[src/rtl/cpu6502_pkg.sv]
// Shared 6502 core definitions: interrupt-entry sequencer states, interrupt
// kinds, processor status flag bit positions (shared with the status
// register) and the helper that forms the status byte pushed on entry.
package cpu6502_pkg;

  typedef enum logic [2:0] {IDLE, T1, PCH, PCL, PUSHP, VL, VH} state_t;
  typedef enum logic [1:0] {K_NMI, K_IRQ, K_BRK} kind_t;

  localparam int unsigned FLAG_C = 0;
  localparam int unsigned FLAG_Z = 1;
  localparam int unsigned FLAG_I = 2;
  localparam int unsigned FLAG_D = 3;
  localparam int unsigned FLAG_B = 4;
  localparam int unsigned FLAG_U = 5;  // unused bit, always pushed as 1
  localparam int unsigned FLAG_V = 6;
  localparam int unsigned FLAG_N = 7;

  // Status byte as it appears on the stack: bit 5 forced high, B marks BRK.
  function automatic logic [7:0] push_status(input logic [7:0] p, input logic brk);
    logic [7:0] r;
    r         = p;
    r[FLAG_U] = 1'b1;
    r[FLAG_B] = brk;
    return r;
  endfunction

endpackage

[src/rtl/interrupt_push_sequencer_if.sv]
// Memory bus used by the interrupt push sequencer.
//   o_address/o_data/o_rw : driven by the bus master (the sequencer)
//   i_data/i_rdy          : read data and ready, driven by the memory side
interface interrupt_push_sequencer_if;
  logic [15:0] o_address;
  logic [7:0]  o_data;
  logic        o_rw;
  logic [7:0]  i_data;
  logic        i_rdy;

  modport master (output o_address, o_data, o_rw, input i_data, i_rdy);
  modport slave  (input o_address, o_data, o_rw, output i_data, i_rdy);
endinterface

[src/rtl/interrupt_push_sequencer_nmi_edge_detect.sv]
// NMI falling-edge detector with pending latch.
//   clk, rst : clock, synchronous active-high reset
//   nmi_n    : raw NMI line, active low
//   service  : one-cycle pulse from the sequence that takes the NMI
//   pending  : NMI edge seen and not yet serviced
module nmi_edge_detect (
  input  logic clk,
  input  logic rst,
  input  logic nmi_n,
  input  logic service,
  output logic pending
);

  logic nmi_q;

  always_ff @(posedge clk) begin
    if (rst) begin
      nmi_q   <= 1'b1;
      pending <= 1'b0;
    end else begin
      nmi_q <= nmi_n;
      // A fresh edge wins over a same-cycle service so it is never lost.
      if (nmi_q && !nmi_n)
        pending <= 1'b1;
      else if (service)
        pending <= 1'b0;
    end
  end

endmodule

[src/rtl/interrupt_push_sequencer.sv]
// 6502 BRK/IRQ/NMI entry sequencer: dummy read, push PCH, push PCL, push P,
// fetch vector low, fetch vector high, then a one-cycle PC load pulse.
// Owns the bus only while o_busy is high.
//   i_clk, i_reset          : clock, synchronous active-high reset
//   i_sync, i_brk           : opcode-fetch boundary, BRK decoded
//   i_irq_n, i_nmi_n        : level IRQ, falling-edge NMI (both active low)
//   i_p, i_pc, i_sp         : status, return PC, stack pointer
//   bus                     : address/data/rw out, data/rdy in
//   o_busy                  : sequence in progress
//   o_sp_dec, o_set_i       : pulses to stack pointer / status register
//   o_pc_load, o_vector     : load fetched handler address into PC
// Optional: define NMI_HIJACK_EN to let an NMI arriving up to the P push of
// an IRQ/BRK sequence take over its vector fetch.
module interrupt_push_sequencer
  import cpu6502_pkg::*;
#(
  parameter logic [7:0]  STACK_PAGE = 8'h01,
  parameter logic [15:0] VEC_NMI    = 16'hFFFA,
  parameter logic [15:0] VEC_IRQ    = 16'hFFFE
) (
  input  logic                       i_clk,
  input  logic                       i_reset,
  input  logic                       i_sync,
  input  logic                       i_brk,
  input  logic                       i_irq_n,
  input  logic                       i_nmi_n,
  input  logic [7:0]                 i_p,
  input  logic [15:0]                i_pc,
  input  logic [7:0]                 i_sp,
  interrupt_push_sequencer_if.master bus,
  output logic                       o_busy,
  output logic                       o_sp_dec,
  output logic                       o_set_i,
  output logic                       o_pc_load,
  output logic [15:0]                o_vector
);

  state_t      state, state_next;
  kind_t       kind, start_kind;
  logic [15:0] pc_q;
  logic        use_nmi_vec;
  logic        nmi_pending, nmi_service;
  logic        irq_req, start, stall, hijack;
  logic [15:0] vec_base;

  assign irq_req = !i_irq_n && !i_p[FLAG_I];
  assign start   = (state == IDLE) && i_sync && (nmi_pending || irq_req || i_brk);
  assign stall   = !bus.i_rdy && (state inside {T1, VL, VH});

  always_comb begin
    start_kind = K_BRK;
    if (nmi_pending)  start_kind = K_NMI;
    else if (irq_req) start_kind = K_IRQ;
  end

`ifdef NMI_HIJACK_EN
  assign hijack = nmi_pending && !use_nmi_vec && (state inside {T1, PCH, PCL, PUSHP});
`else
  assign hijack = 1'b0;
`endif

  assign nmi_service = (start && start_kind == K_NMI) || hijack;

  nmi_edge_detect u_nmi (
    .clk     (i_clk),
    .rst     (i_reset),
    .nmi_n   (i_nmi_n),
    .service (nmi_service),
    .pending (nmi_pending)
  );

  always_ff @(posedge i_clk) begin
    if (i_reset) state <= IDLE;
    else         state <= state_next;
  end

  always_comb begin
    state_next = state;
    if (!stall) begin
      unique case (state)
        IDLE:    if (start) state_next = T1;
        T1:      state_next = PCH;
        PCH:     state_next = PCL;
        PCL:     state_next = PUSHP;
        PUSHP:   state_next = VL;
        VL:      state_next = VH;
        VH:      state_next = IDLE;
        default: state_next = IDLE;
      endcase
    end
  end

  always_ff @(posedge i_clk) begin
    if (i_reset) begin
      kind        <= K_IRQ;
      pc_q        <= '0;
      use_nmi_vec <= 1'b0;
      o_vector    <= '0;
      o_pc_load   <= 1'b0;
    end else begin
      o_pc_load <= (state == VH) && bus.i_rdy;
      if (start) begin
        kind        <= start_kind;
        pc_q        <= i_pc;
        use_nmi_vec <= (start_kind == K_NMI);
      end else if (hijack) begin
        use_nmi_vec <= 1'b1;
      end
      if (state == VL && bus.i_rdy) o_vector[7:0]  <= bus.i_data;
      if (state == VH && bus.i_rdy) o_vector[15:8] <= bus.i_data;
    end
  end

  assign vec_base = use_nmi_vec ? VEC_NMI : VEC_IRQ;

  always_comb begin
    o_busy        = (state != IDLE);
    bus.o_rw      = 1'b1;
    bus.o_address = '0;
    bus.o_data    = '0;
    o_sp_dec      = 1'b0;
    o_set_i       = 1'b0;
    unique case (state)
      T1:  bus.o_address = pc_q + 16'(kind == K_BRK);
      PCH: begin
        bus.o_rw      = 1'b0;
        bus.o_address = {STACK_PAGE, i_sp};
        bus.o_data    = pc_q[15:8];
        o_sp_dec      = 1'b1;
      end
      PCL: begin
        bus.o_rw      = 1'b0;
        bus.o_address = {STACK_PAGE, i_sp};
        bus.o_data    = pc_q[7:0];
        o_sp_dec      = 1'b1;
      end
      PUSHP: begin
        bus.o_rw      = 1'b0;
        bus.o_address = {STACK_PAGE, i_sp};
        bus.o_data    = push_status(i_p, kind == K_BRK);
        o_sp_dec      = 1'b1;
        o_set_i       = 1'b1;
      end
      VL:      bus.o_address = vec_base;
      VH:      bus.o_address = vec_base | 16'h0001;
      default: ;
    endcase
  end

endmodule

[src/flat_wrapper.sv]
// flat-port wrapper written by rule: the top's interface ports become plain ports
module interrupt_push_sequencer_flat import cpu6502_pkg::*;
#(
  parameter logic [7:0]  STACK_PAGE = 8'h01,
  parameter logic [15:0] VEC_NMI    = 16'hFFFA,
  parameter logic [15:0] VEC_IRQ    = 16'hFFFE
)
  (i_clk, i_reset, i_sync, i_brk, i_irq_n, i_nmi_n, i_p, i_pc, i_sp, o_busy, o_sp_dec, o_set_i, o_pc_load, o_vector, bus_o_address, bus_o_data, bus_o_rw, bus_i_data, bus_i_rdy);
  interrupt_push_sequencer_if bus_i ();
  input  logic i_clk;
  input  logic i_reset;
  input  logic i_sync;
  input  logic i_brk;
  input  logic i_irq_n;
  input  logic i_nmi_n;
  input  logic [7:0] i_p;
  input  logic [15:0] i_pc;
  input  logic [7:0] i_sp;
  output logic o_busy;
  output logic o_sp_dec;
  output logic o_set_i;
  output logic o_pc_load;
  output logic [15:0] o_vector;
  output wire logic [$bits(bus_i.o_address)-1:0] bus_o_address;
  output wire logic [$bits(bus_i.o_data)-1:0] bus_o_data;
  output wire logic [$bits(bus_i.o_rw)-1:0] bus_o_rw;
  input wire logic [$bits(bus_i.i_data)-1:0] bus_i_data;
  input wire logic [$bits(bus_i.i_rdy)-1:0] bus_i_rdy;
  assign bus_o_address = bus_i.o_address;
  assign bus_o_data = bus_i.o_data;
  assign bus_o_rw = bus_i.o_rw;
  assign bus_i.i_data = bus_i_data;
  assign bus_i.i_rdy = bus_i_rdy;
  interrupt_push_sequencer #(.STACK_PAGE(STACK_PAGE), .VEC_NMI(VEC_NMI), .VEC_IRQ(VEC_IRQ)) u_core (.i_clk(i_clk), .i_reset(i_reset), .i_sync(i_sync), .i_brk(i_brk), .i_irq_n(i_irq_n), .i_nmi_n(i_nmi_n), .i_p(i_p), .i_pc(i_pc), .i_sp(i_sp), .bus(bus_i), .o_busy(o_busy), .o_sp_dec(o_sp_dec), .o_set_i(o_set_i), .o_pc_load(o_pc_load), .o_vector(o_vector));
endmodule
[config.mk]
export PLATFORM = sky130hd
export DESIGN_NAME = interrupt_push_sequencer_flat
export DESIGN_NICKNAME = d
export VERILOG_FILES = /design/src/rtl/cpu6502_pkg.sv /design/src/rtl/interrupt_push_sequencer_if.sv /design/src/rtl/interrupt_push_sequencer_nmi_edge_detect.sv /design/src/rtl/interrupt_push_sequencer.sv /design/src/flat_wrapper.sv
export SDC_FILE = /design/constraint.sdc
export NUM_CORES = 1
export LEC_CHECK = 0
export CORE_UTILIZATION = 49
export CTS_BUF_LIST = sky130_fd_sc_hd__clkbuf_8
export CTS_CLUSTER_DIAMETER = 80
export DETAILED_ROUTE_END_ITERATION = 6
export GPL_TIMING_DRIVEN = 1
export PLACE_DENSITY = 0.92
export SLEW_MARGIN = 0
export SYNTH_ARGS = -nofsm -noshare
export SYNTH_HDL_FRONTEND = slang
export SYNTH_SLANG_ARGS = --single-unit
[constraint.sdc]
create_clock -name i_clk -period 3.86 [get_ports i_clk]
set_input_delay 0.386 -clock i_clk [delete_from_list [all_inputs] [get_ports i_clk]]
set_output_delay 0.386 -clock i_clk [all_outputs]
set_load 0.05 [all_outputs]
==> qor.txt <==
========================================================================
Fraction of the yosys area taken by sequential cells               35.0%
Number of buffers added by the clock tree synthesis step               5
Critical Path Start Type                                            flop
Worst Hold Class                                            flop to flop
Number of fillers in the final layout                                327
Run status                                                  complete, but fails checks
Sum of negative setup slack                                         0 ps
Failing checks                                              design-rule violations
Share of cells above drive strength 1                              4.49%
Synth unique cells                                                    42
Placed Instance Area                                            3180 um2
Sw power                                                          343 uW
Maximum net fanout on the critical path                               23
Number of standard-cell rows in the floorplan                         24
Combined area of all synthesized cells                          2350 um2
Total iterations of the first detailed-routing run                     7
Combinational fraction of design power                             25.3%
Count of boundary I/O pins                                            92
Count of state elements after synthesis                               41
Utilization of the core after routing                              73.7%
Routed WL                                                        6540 um
Number of cells produced by synthesis                                304
Synth Area per Inst                                             7.72 um2
Number of nets still failing antenna checks after routing              0
Via count of the first global-routing pass                          2280
Number of warnings printed during yosys synthesis                      0
DRC violation count after routing                                      8
Leakage power of the design                                      1.24 nW
Number of max-capacitance violations reported                          0
Placer Congestion                                                  0.909
Clk root buf                                                sky130_fd_sc_hd__clkbuf_8
CTS Buffer Depth                                                       2
Delay of the slowest cell on the worst path                       850 ps
Number of sinks driven by the clock tree                              41
Detail-routed via count per cell                                    5.75
Buffers inserted during post-CTS setup optimization                    0
Initial antenna violation count                                        0
Min setup slack post-route                                        334 ps
Power consumption                                                1.10 mW
Achievable clock frequency                                       284 MHz
TritonCTS clock tree                                               built
Width of the chip                                                71.2 um
Summed area of non-filler cells in the final layout             3300 um2
Ratio of total power to cell area                             334 nW/um2
Via count                                                           2480
Cts hold-fix bufs                                                      0
Part of the power in the clock network                             31.4%
Category of the worst setup path capture point                output pin
Critical Path Slowest Stage Cell                            sky130_fd_sc_hd__clkdlybuf4s50_1
Clock insertion delay at the later pin of the skew report         300 ps
Mean routed wirelength per cell                                  15.2 um
Placement-stage worst setup slack                                 701 ps
Number of max-slew violations in the final report                      0
ANT cells                                                              0
Post-cts sizing count                                                  0
Nets in the synthesized netlist                                      354
Final setup violation count                                            0
Endpoint required time on the critical path                      3470 ps
Vertical extent of the die                                       71.2 um
Area overhead of the layout relative to synthesis                  40.5%
Slew margin rel.                                                   20.7%
WP data arrival                                                  3140 ps
Max H-tree Level                                                       2
Count of placed standard cells including taps                        423
Fraction of power spent switching nets                             31.2%
Worst Max-Slew Pin Slew                                          1190 ps
GRT Util Overall                                                   26.5%
Final clock period utilization by the worst path                   91.4%
Cell internal pwr                                                 759 uW
Global-route wire length before repair                          10600 um
Clk_skew                                                         5.18 ps
Final nets                                                           428
Core Area                                                       4470 um2
Global route overflow                                                  0
Pin count of the biggest net entering global routing                  25
Min Hold Slack                                                    458 ps
Peak supply drop                                              0.000298 V
Number of non-filler instances in the completed layout               431
Detail Placement HPWL                                            4730 um
Worst R2R Setup Slack                                            1850 ps
DIE AREA                                                        5070 um2
Starting density of the core                                       52.4%
Hold Violations, Final                                                 0
Shortest period the worst path allows                            3530 ps
IO buf count                                                          89
Chain of cells forming the critical path                    and2b_1, and2_1, nand2_1, o21ai_0, clkdlybuf4s50_1
First DRT Iteration DRCs                                             238
Setup repair after global routing missed its margin                false
Worst-path clk slew                                                80 ps
Start-to-end type of the worst setup path                   flop to output pin
Relative contribution of sequential cells to total power           43.3%
========================================================================
-- cells by family after synthesis --
family | synth area share [%]
and+or+nand+nor | 26.2
adders and majority gates | 1.60
xor gates and xnor gates | 3.73
buffers and inverters | 6.67
muxes | 6.83
DFF | 35.0
AOI/OAI and AO/OA | 19.9
-- per-layer routing --
metal  wire length, um  GRT usage, %
met5                 0             0
met4               136          10.7
met3               582          4.84
met2              3060          42.5
met1              2770          35.1
-- state kept, by name (all words and copies together) (netlist names) --
| register | cells |
|---|---|
| u_core.kind | 2 |
| u_core.o_pc_load | 1 |
| u_core.o_vector | 16 |
| u_core.pc_q | 16 |
| u_core.state | 3 |
| u_core.u_nmi.nmi_q | 1 |
| u_core.u_nmi.pending | 1 |
| u_core.use_nmi_vec | 1 |
-- path summary, 6_finish.rpt --
check / cells past startpoint / start / end
setup / recovery: 5 / u_core.state[1] / bus_o_data[2]
hold / removal: 2 / u_core.o_vector[10] / u_core.o_vector[10]
setup reg to reg: 4 / u_core.state[1] / u_core.state[2]
hold reg to reg: 2 / u_core.o_vector[10] / u_core.o_vector[10]
-- area by class of cell --
| type | count | area, um2 | area share (%) |
|---|---|---|---|
| flip-flops and latches | 41 | 821 | 24.9 |
| inverters | 3 | 11.3 | 0.342 |
| clock buffers | 5 | 68.8 | 2.09 |
| well taps | 52 | 65.1 | 1.97 |
| multi-input cells | 235 | 1370 | 41.6 |
| repair buffers | 92 | 913 | 27.7 |
| clock inverters | 3 | 43.8 | 1.33 |
-- cells in the final DEF, fill, tap and decap left out, types with 2 or more instances in the layout --
master,instances
sky130_fd_sc_hd__nor2b_1,5
sky130_fd_sc_hd__a21oi_1,24
sky130_fd_sc_hd__nand2b_1,3
sky130_fd_sc_hd__dfxtp_1,41
sky130_fd_sc_hd__buf_4,3
sky130_fd_sc_hd__xor2_1,6
sky130_fd_sc_hd__and3_1,2
sky130_fd_sc_hd__o21ai_0,26
sky130_fd_sc_hd__nor2_1,32
sky130_fd_sc_hd__o21bai_1,2
sky130_fd_sc_hd__a22oi_1,10
sky130_fd_sc_hd__nand3_1,14
sky130_fd_sc_hd__a221oi_1,2
sky130_fd_sc_hd__o211ai_1,3
sky130_fd_sc_hd__inv_1,3
sky130_fd_sc_hd__a211oi_1,3
sky130_fd_sc_hd__clkbuf_8,5
sky130_fd_sc_hd__nand4_1,7
sky130_fd_sc_hd__and4_1,2
sky130_fd_sc_hd__mux2i_1,16
sky130_fd_sc_hd__xnor2_1,4
sky130_fd_sc_hd__and2_1,4
sky130_fd_sc_hd__and2b_1,2
sky130_fd_sc_hd__nand2_1,49
sky130_fd_sc_hd__ha_1,3
sky130_fd_sc_hd__or2_2,2
sky130_fd_sc_hd__clkdlybuf4s50_1,89
-- Yosys cell counts (all sizes together) --
cell type / count / share of area (%)
nor4b: 1 / 1.0
a21o: 1 / 0.32
nand4: 7 / 1.9
xor2: 6 / 2.2
xnor2: 4 / 1.5
or4: 1 / 0.32
o32a: 1 / 0.43
or2: 2 / 0.53
nand3: 14 / 3.0
buf: 16 / 4.7
o211ai: 3 / 0.96
and4: 2 / 0.75
a221o: 1 / 0.43
nor4: 1 / 0.27
dfxtp: 41 / 35
a221oi: 2 / 0.75
mux2i: 16 / 6.8
a21oi: 24 / 5.1
and2: 4 / 1.1
nor3: 2 / 0.91
a2bb2oi: 1 / 0.37
nand2: 49 / 7.8
and2b: 2 / 0.64
o21bai: 2 / 0.64
ha: 3 / 1.6
a211oi: 3 / 0.96
clkbuf: 9 / 1.5
and3: 2 / 0.53
a22oi: 10 / 3.2
o21ai: 28 / 6.0
inv: 3 / 0.48
a41o: 1 / 0.43
a41oi: 1 / 0.37
nor2: 33 / 5.4
nand2b: 3 / 0.80
nor2b: 5 / 1.3
-- worst max-delay path, delay by kind of cell, from the launching register on --
kind            cells  cell delay [ps]
simple gates        3             1060
buf+inv             1              850
flops               1              800
compound gates      1              120
-- power groups by stage --
| stage | Clock (mW) | Combinational [mW] | Sequential, mW |
|---|---|---|---|
| after floorplan | 0 | 0.192 | 0.468 |
| final | 0.346 | 0.279 | 0.477 |
| after detailed placement | 0 | 0.276 | 0.484 |
| after CTS | 0.353 | 0.278 | 0.475 |
| after global placement | 0 | 0.271 | 0.484 |
| after global routing | 0.374 | 0.296 | 0.480 |
Power figures use the tool's default switching activity.
==> RTL edit 1, RTL diff (config.mk and constraints unchanged) <==
Add a define of `NMI_HIJACK_EN`.
--- a/src/rtl/interrupt_push_sequencer.sv
+++ b/src/rtl/interrupt_push_sequencer.sv
@@ -11,6 +11,8 @@
 //   o_pc_load, o_vector     : load fetched handler address into PC
 // Optional: define NMI_HIJACK_EN to let an NMI arriving up to the P push of
 // an IRQ/BRK sequence take over its vector fetch.
+`define NMI_HIJACK_EN
+
 module interrupt_push_sequencer
   import cpu6502_pkg::*;
 #(
Formal check against the unedited RTL: not equivalent (Yosys sat finds a counterexample within 10 cycles, from zero or initial values and one cycle with i_reset high).
==> RTL edit 1 against the unedited design <==
  * Power down 5.4%
  * Synthesized cell count up 4.6%
  * Worst setup slack better by 0.23 ns
  * Sequential share of layout area about the same
  * Register-to-register slack worse by 0.23 ns
  * Synthesized area up 0.80%
  * Wire length down 0.26%
  * Sequential cell count unchanged
  * Via count up 1.4%
  * First-iteration DRC count down 12%
  * Final area about the same
  * Largest cell class unchanged
==> RTL edit 1: results (changes against the unedited design) <==
- Outcome: finished clean (was finished with violations)
- Fillers: 348 (was 327)
- Ranking of synthesized cells by area: dfxtp_1 (35%), nand2_1 (13%), a21oi_1 (8.5%), xnor2_1 (4.8%), o21ai_0 (4.0%) (was dfxtp_1 (35%), nand2_1 (7.8%), mux2i_1 (6.8%), o21ai_0 (5.5%), a21oi_1 (5.1%))
- Hold Path End: u_core.u_nmi.pending (was u_core.o_vector[10])
- DP Worst Slack: 0.857 ns (was 0.701 ns)
- Slack of the worst reg-to-reg path: 1.62 ns (was 1.85 ns)
- GRT Total Usage: 26.7% (was 26.5%)
- Placed cell count: 439 (was 423)
- Maximum VDD drop: 0.000314 V (was 0.000298 V)
- Crit-path max FO: 5 (was 23)
- Final GP Congestion: 0.901 (was 0.909)
- Static leakage: 1.12 nW (was 1.24 nW)
- First-iteration detailed-routing DRC count: 209 (was 238)
- Min Hold Slack: 0.449 ns (was 0.458 ns)
- Post-synthesis sequential area ratio: 34.7% (was 35.0%)
- R2R Path Start: u_core.state[0] (was u_core.state[1])
- Post-cts sizing count: 0 (unchanged)
- Dpl hpwl: 4850 um (was 4730 um)
- H-tree Lvls: 2 (unchanged)
- Share of post-route cells with drive strength above 1: 4.56% (was 4.49%)
- Syn nets: 368 (was 354)
- Gate power share: 26.9% (was 25.3%)
- Post-route DRC: 0 (was 8)
- Yosys cell types: 45 (was 42)
- Mean post-synth cell area: 7.44 um2 (was 7.72 um2)
- Rel. slew slack: 39.7% (was 20.7%)
- Cell internal pwr: 0.000689 W (was 0.000759 W)
- HP Start: u_core.u_nmi.nmi_q (was u_core.o_vector[10])
- Comb power: 0.000280 W (was 0.000279 W)
- First-pass GRT wire length: 10800 um (was 10600 um)
- Drt pass-1 iters: 5 (was 7)
- Grt ovf: 0 (unchanged)
- Post-DP Area: 0.00321 mm2 (was 0.00318 mm2)
- Proportion of power drawn by flip-flops and latches: 46.8% (was 43.3%)
- Final Skew: 0.00692 ns (was 0.00518 ns)
- Final WL: 6530 um (was 6540 um)
- Largest net degree at the start of global routing: 29 (was 25)
- Clock slew at reported path FFs: 0.08 ns (about the same)
- Reg2Reg Depth: 5 (was 4)
- WL per Instance: 14.6 um (was 15.2 um)
- Vias per inst: 5.63 (was 5.75)
- Vias in the first global route: 2254 (was 2280)
- RR Endpoint: u_core.use_nmi_vec (was u_core.state[2])
- Arr. time, crit path: 2.91 ns (was 3.14 ns)
## RTL edit 1: cell types whose count changed after synthesis, moves of 8 or more
cell and delta:
a21oi_1 +16, a22oi_1 -9, nand2_1 +34, nand3_1 -8, nor2_1 -19, xnor2_1 +9
## RTL edit 1: routing by layer
metal | routed length [um] | GRT usage (%) | vias up
met4 | 146 | 9.37 | 0
met2 | 3120 | 42.4 | 95
met3 | 392 | 4.22 | 11
met1 | 2870 | 37.2 | 1164
met5 | 0 | 0 | -
li1 | - | - | 1245
## RTL edit 1: how the worst max path moves through the flow
stage	start	end	slack, ns	cells after the start
final	u_core.kind[1]	bus_o_address[12]	0.57	8
after global routing	u_core.kind[1]	bus_o_address[14]	0.30	8
after CTS	u_core.kind[1]	bus_o_address[12]	0.57	8
after detailed placement	u_core.kind[1]	bus_o_address[12]	0.86	8
after global placement	u_core.kind[1]	bus_o_address[12]	0.91	8
after floorplan	u_core.state[2]	bus_o_address[7]	0.57	6
## RTL edit 1: cells by family (layout without fill, tap and decap cells)
kind of cell,after synthesis,count (layout),share of synthesized area [%]
AO/OA/AOI/OAI,84,84,21.0
multiplexers,9,9,3.81
AND/OR/NAND/NOR,135,135,26.3
buffers and inverters,31,108,7.04
adder cells (fa/ha/maj),3,3,1.59
XOR/XNOR,15,15,5.56
flip-flops,41,41,34.7
## RTL edit 1: critical path: stages, from the launching register on
cell             delay, ns
dfxtp_1               0.32
nor2b_1               0.23
ha_1                  0.21
ha_1                  0.21
nand4_2               0.18
nor4_1                0.37
xnor2_1               0.10
o21ai_0               0.15
clkdlybuf4s50_1       0.83
## RTL edit 1: final cells by class
class                      count  share of cell area, %
timing repair buffer          93                   27.9
inverter                       7                  0.797
clock inverter                 3                  0.531
tap                           52                   1.97
multi-input combinational    246                   41.8
sequential                    41                   24.9
clock buffer                   5                   2.09
==> RTL edit 2, RTL diff (same settings) <==
Made on the original files. Encoding of `kind_t`: now one-hot (3 bits for 3 values).
--- a/src/rtl/cpu6502_pkg.sv
+++ b/src/rtl/cpu6502_pkg.sv
@@ -4,7 +4,7 @@
 package cpu6502_pkg;
 
   typedef enum logic [2:0] {IDLE, T1, PCH, PCL, PUSHP, VL, VH} state_t;
-  typedef enum logic [1:0] {K_NMI, K_IRQ, K_BRK} kind_t;
+  typedef enum logic [2:0] {K_NMI = 3'b001, K_IRQ = 3'b010, K_BRK = 3'b100} kind_t;
 
   localparam int unsigned FLAG_C = 0;
   localparam int unsigned FLAG_Z = 1;
Function: same outputs for any inputs over 10 cycles, from zero or initial values and one cycle with i_reset high; not proved beyond that.
==> RTL edit 2 against the unedited design <==
  * Power increased by 2.9%
  * Final area decreased by 1.5%
  * Synthesized cell count decreased by 0.99%
  * Count of clock-buffer cells in the layout unchanged
  * Sequential cell count increased by 1
  * Wire length about the same
  * Register-to-register slack improved by 0.12 ns
  * Non-clock buffer count increased by 2
  * Worst setup slack improved by 0.041 ns
  * Synthesized area decreased by 2.4%
  * Global-route usage increased by 0.58 points
  * Hold slack about the same
==> RTL edit 2: results (changes against the unedited design) <==
- Final Skew: 0.00681 ns (was 0.00518 ns)
- Post-route DRC: 0 (was 8)
- Min Hold Slack: 0.458 ns (about the same)
- Ranking of synthesized cells by area: dfxtp_1 (37%), nand2_1 (9.0%), mux2i_1 (7.0%), a21oi_1 (5.9%), o21ai_0 (5.2%) (was dfxtp_1 (35%), nand2_1 (7.8%), mux2i_1 (6.8%), o21ai_0 (5.5%), a21oi_1 (5.1%))
- Placed cell count: 422 (was 423)
- Die area: 0.00495 mm2 (was 0.00507 mm2)
- Largest net degree at the start of global routing: 27 (was 25)
- Multi-input comb cells: 228 (was 235)
- Met1 Track Usage GR: 36.6% (was 35.1%)
- Vias per inst: 5.73 (was 5.75)
- Slack of the worst reg-to-reg path: 1.97 ns (was 1.85 ns)
- Mean post-synth cell area: 7.61 um2 (was 7.72 um2)
- Share of post-route cells with drive strength above 1: 4.50% (was 4.49%)
- RR Endpoint: u_core.o_vector[15] (was u_core.state[2])
- First-iteration detailed-routing DRC count: 289 (was 238)
- Yosys cell types: 39 (was 42)
- Post-DP Area: 0.00315 mm2 (was 0.00318 mm2)
- Drt pass-1 iters: 5 (was 7)
- GR Util met3: 3.03% (was 4.84%)
- Fillers: 336 (was 327)
- Met2 Track Usage GR: 43.7% (was 42.5%)
- Vias in the first global route: 2261 (was 2280)
- Outcome: finished clean (was finished with violations)
- FFs & Latches: 42 (was 41)
- Dpl hpwl: 4800 um (was 4730 um)
- CP Capture Point: bus_o_address[12] (was bus_o_data[2])
- Final WL: 6540 um (about the same)
- Syn nets: 350 (was 354)
- Setup WS post-layout: 0.374 ns (was 0.334 ns)
- Rel. slew slack: 35.2% (was 20.7%)
[RTL edit 2: changes by cell type in the layout (fill, tap and decap cells not counted), sizes merged, moves of 3 or more]
cell | unedited run | this run
nor2 | 33 | 27
a21oi | 24 | 27
and2 | 4 | 1
nand2 | 49 | 55
inv | 4 | 7
xnor2 | 4 | 10
nor3 | 2 | 5
xor2 | 6 | 2
[RTL edit 2: where the power goes]
part	switching [W]	internal, W
logic	0.000187	0.000143
registers	0.0000480	0.000457
clock network	0.000168	0.000131
total	0.000404	0.000731
[RTL edit 2: kinds of logic (layout without fill, tap and decap cells)]
| logic type | count (synthesis) | count (layout) | share of synthesized area (%) |
|---|---|---|---|
| AO/OA/AOI/OAI | 75 | 75 | 19.0 |
| AND/OR/NAND/NOR | 123 | 123 | 24.8 |
| multiplexers | 16 | 16 | 6.99 |
| flip-flops | 42 | 42 | 36.7 |
| buffers and inverters | 31 | 108 | 6.78 |
| adder cells (fa/ha/maj) | 2 | 2 | 1.09 |
| XOR/XNOR | 12 | 12 | 4.59 |
[RTL edit 2: critical path, stage by stage (launching register included)]
cell	delay, ns
dfxtp_1	0.35
nor3b_1	0.30
ha_1	0.31
ha_1	0.23
nand4_1	0.26
nor3_1	0.29
xnor2_1	0.08
o21ai_0	0.15
clkdlybuf4s50_1	0.83
[RTL edit 2: per-layer routing]
layer | routed length [um] | vias up | share of wire [%]
li1 | - | 1192 | -
met1 | 2770 | 1141 | 42
met2 | 3180 | 107 | 49
met3 | 406 | 23 | 6.2
met4 | 179 | 0 | 2.7
met5 | 0 | - | 0
[RTL edit 2: stage by stage]
step	util [%]	power, W
2_1_floorplan	-	0.000726
3_3_place_gp	71.4	0.000833
3_5_place_dp	71.4	0.000841
4_1_cts	73.5	0.00113
5_1_grt	73.6	0.00118
6_report	73.6	0.00113
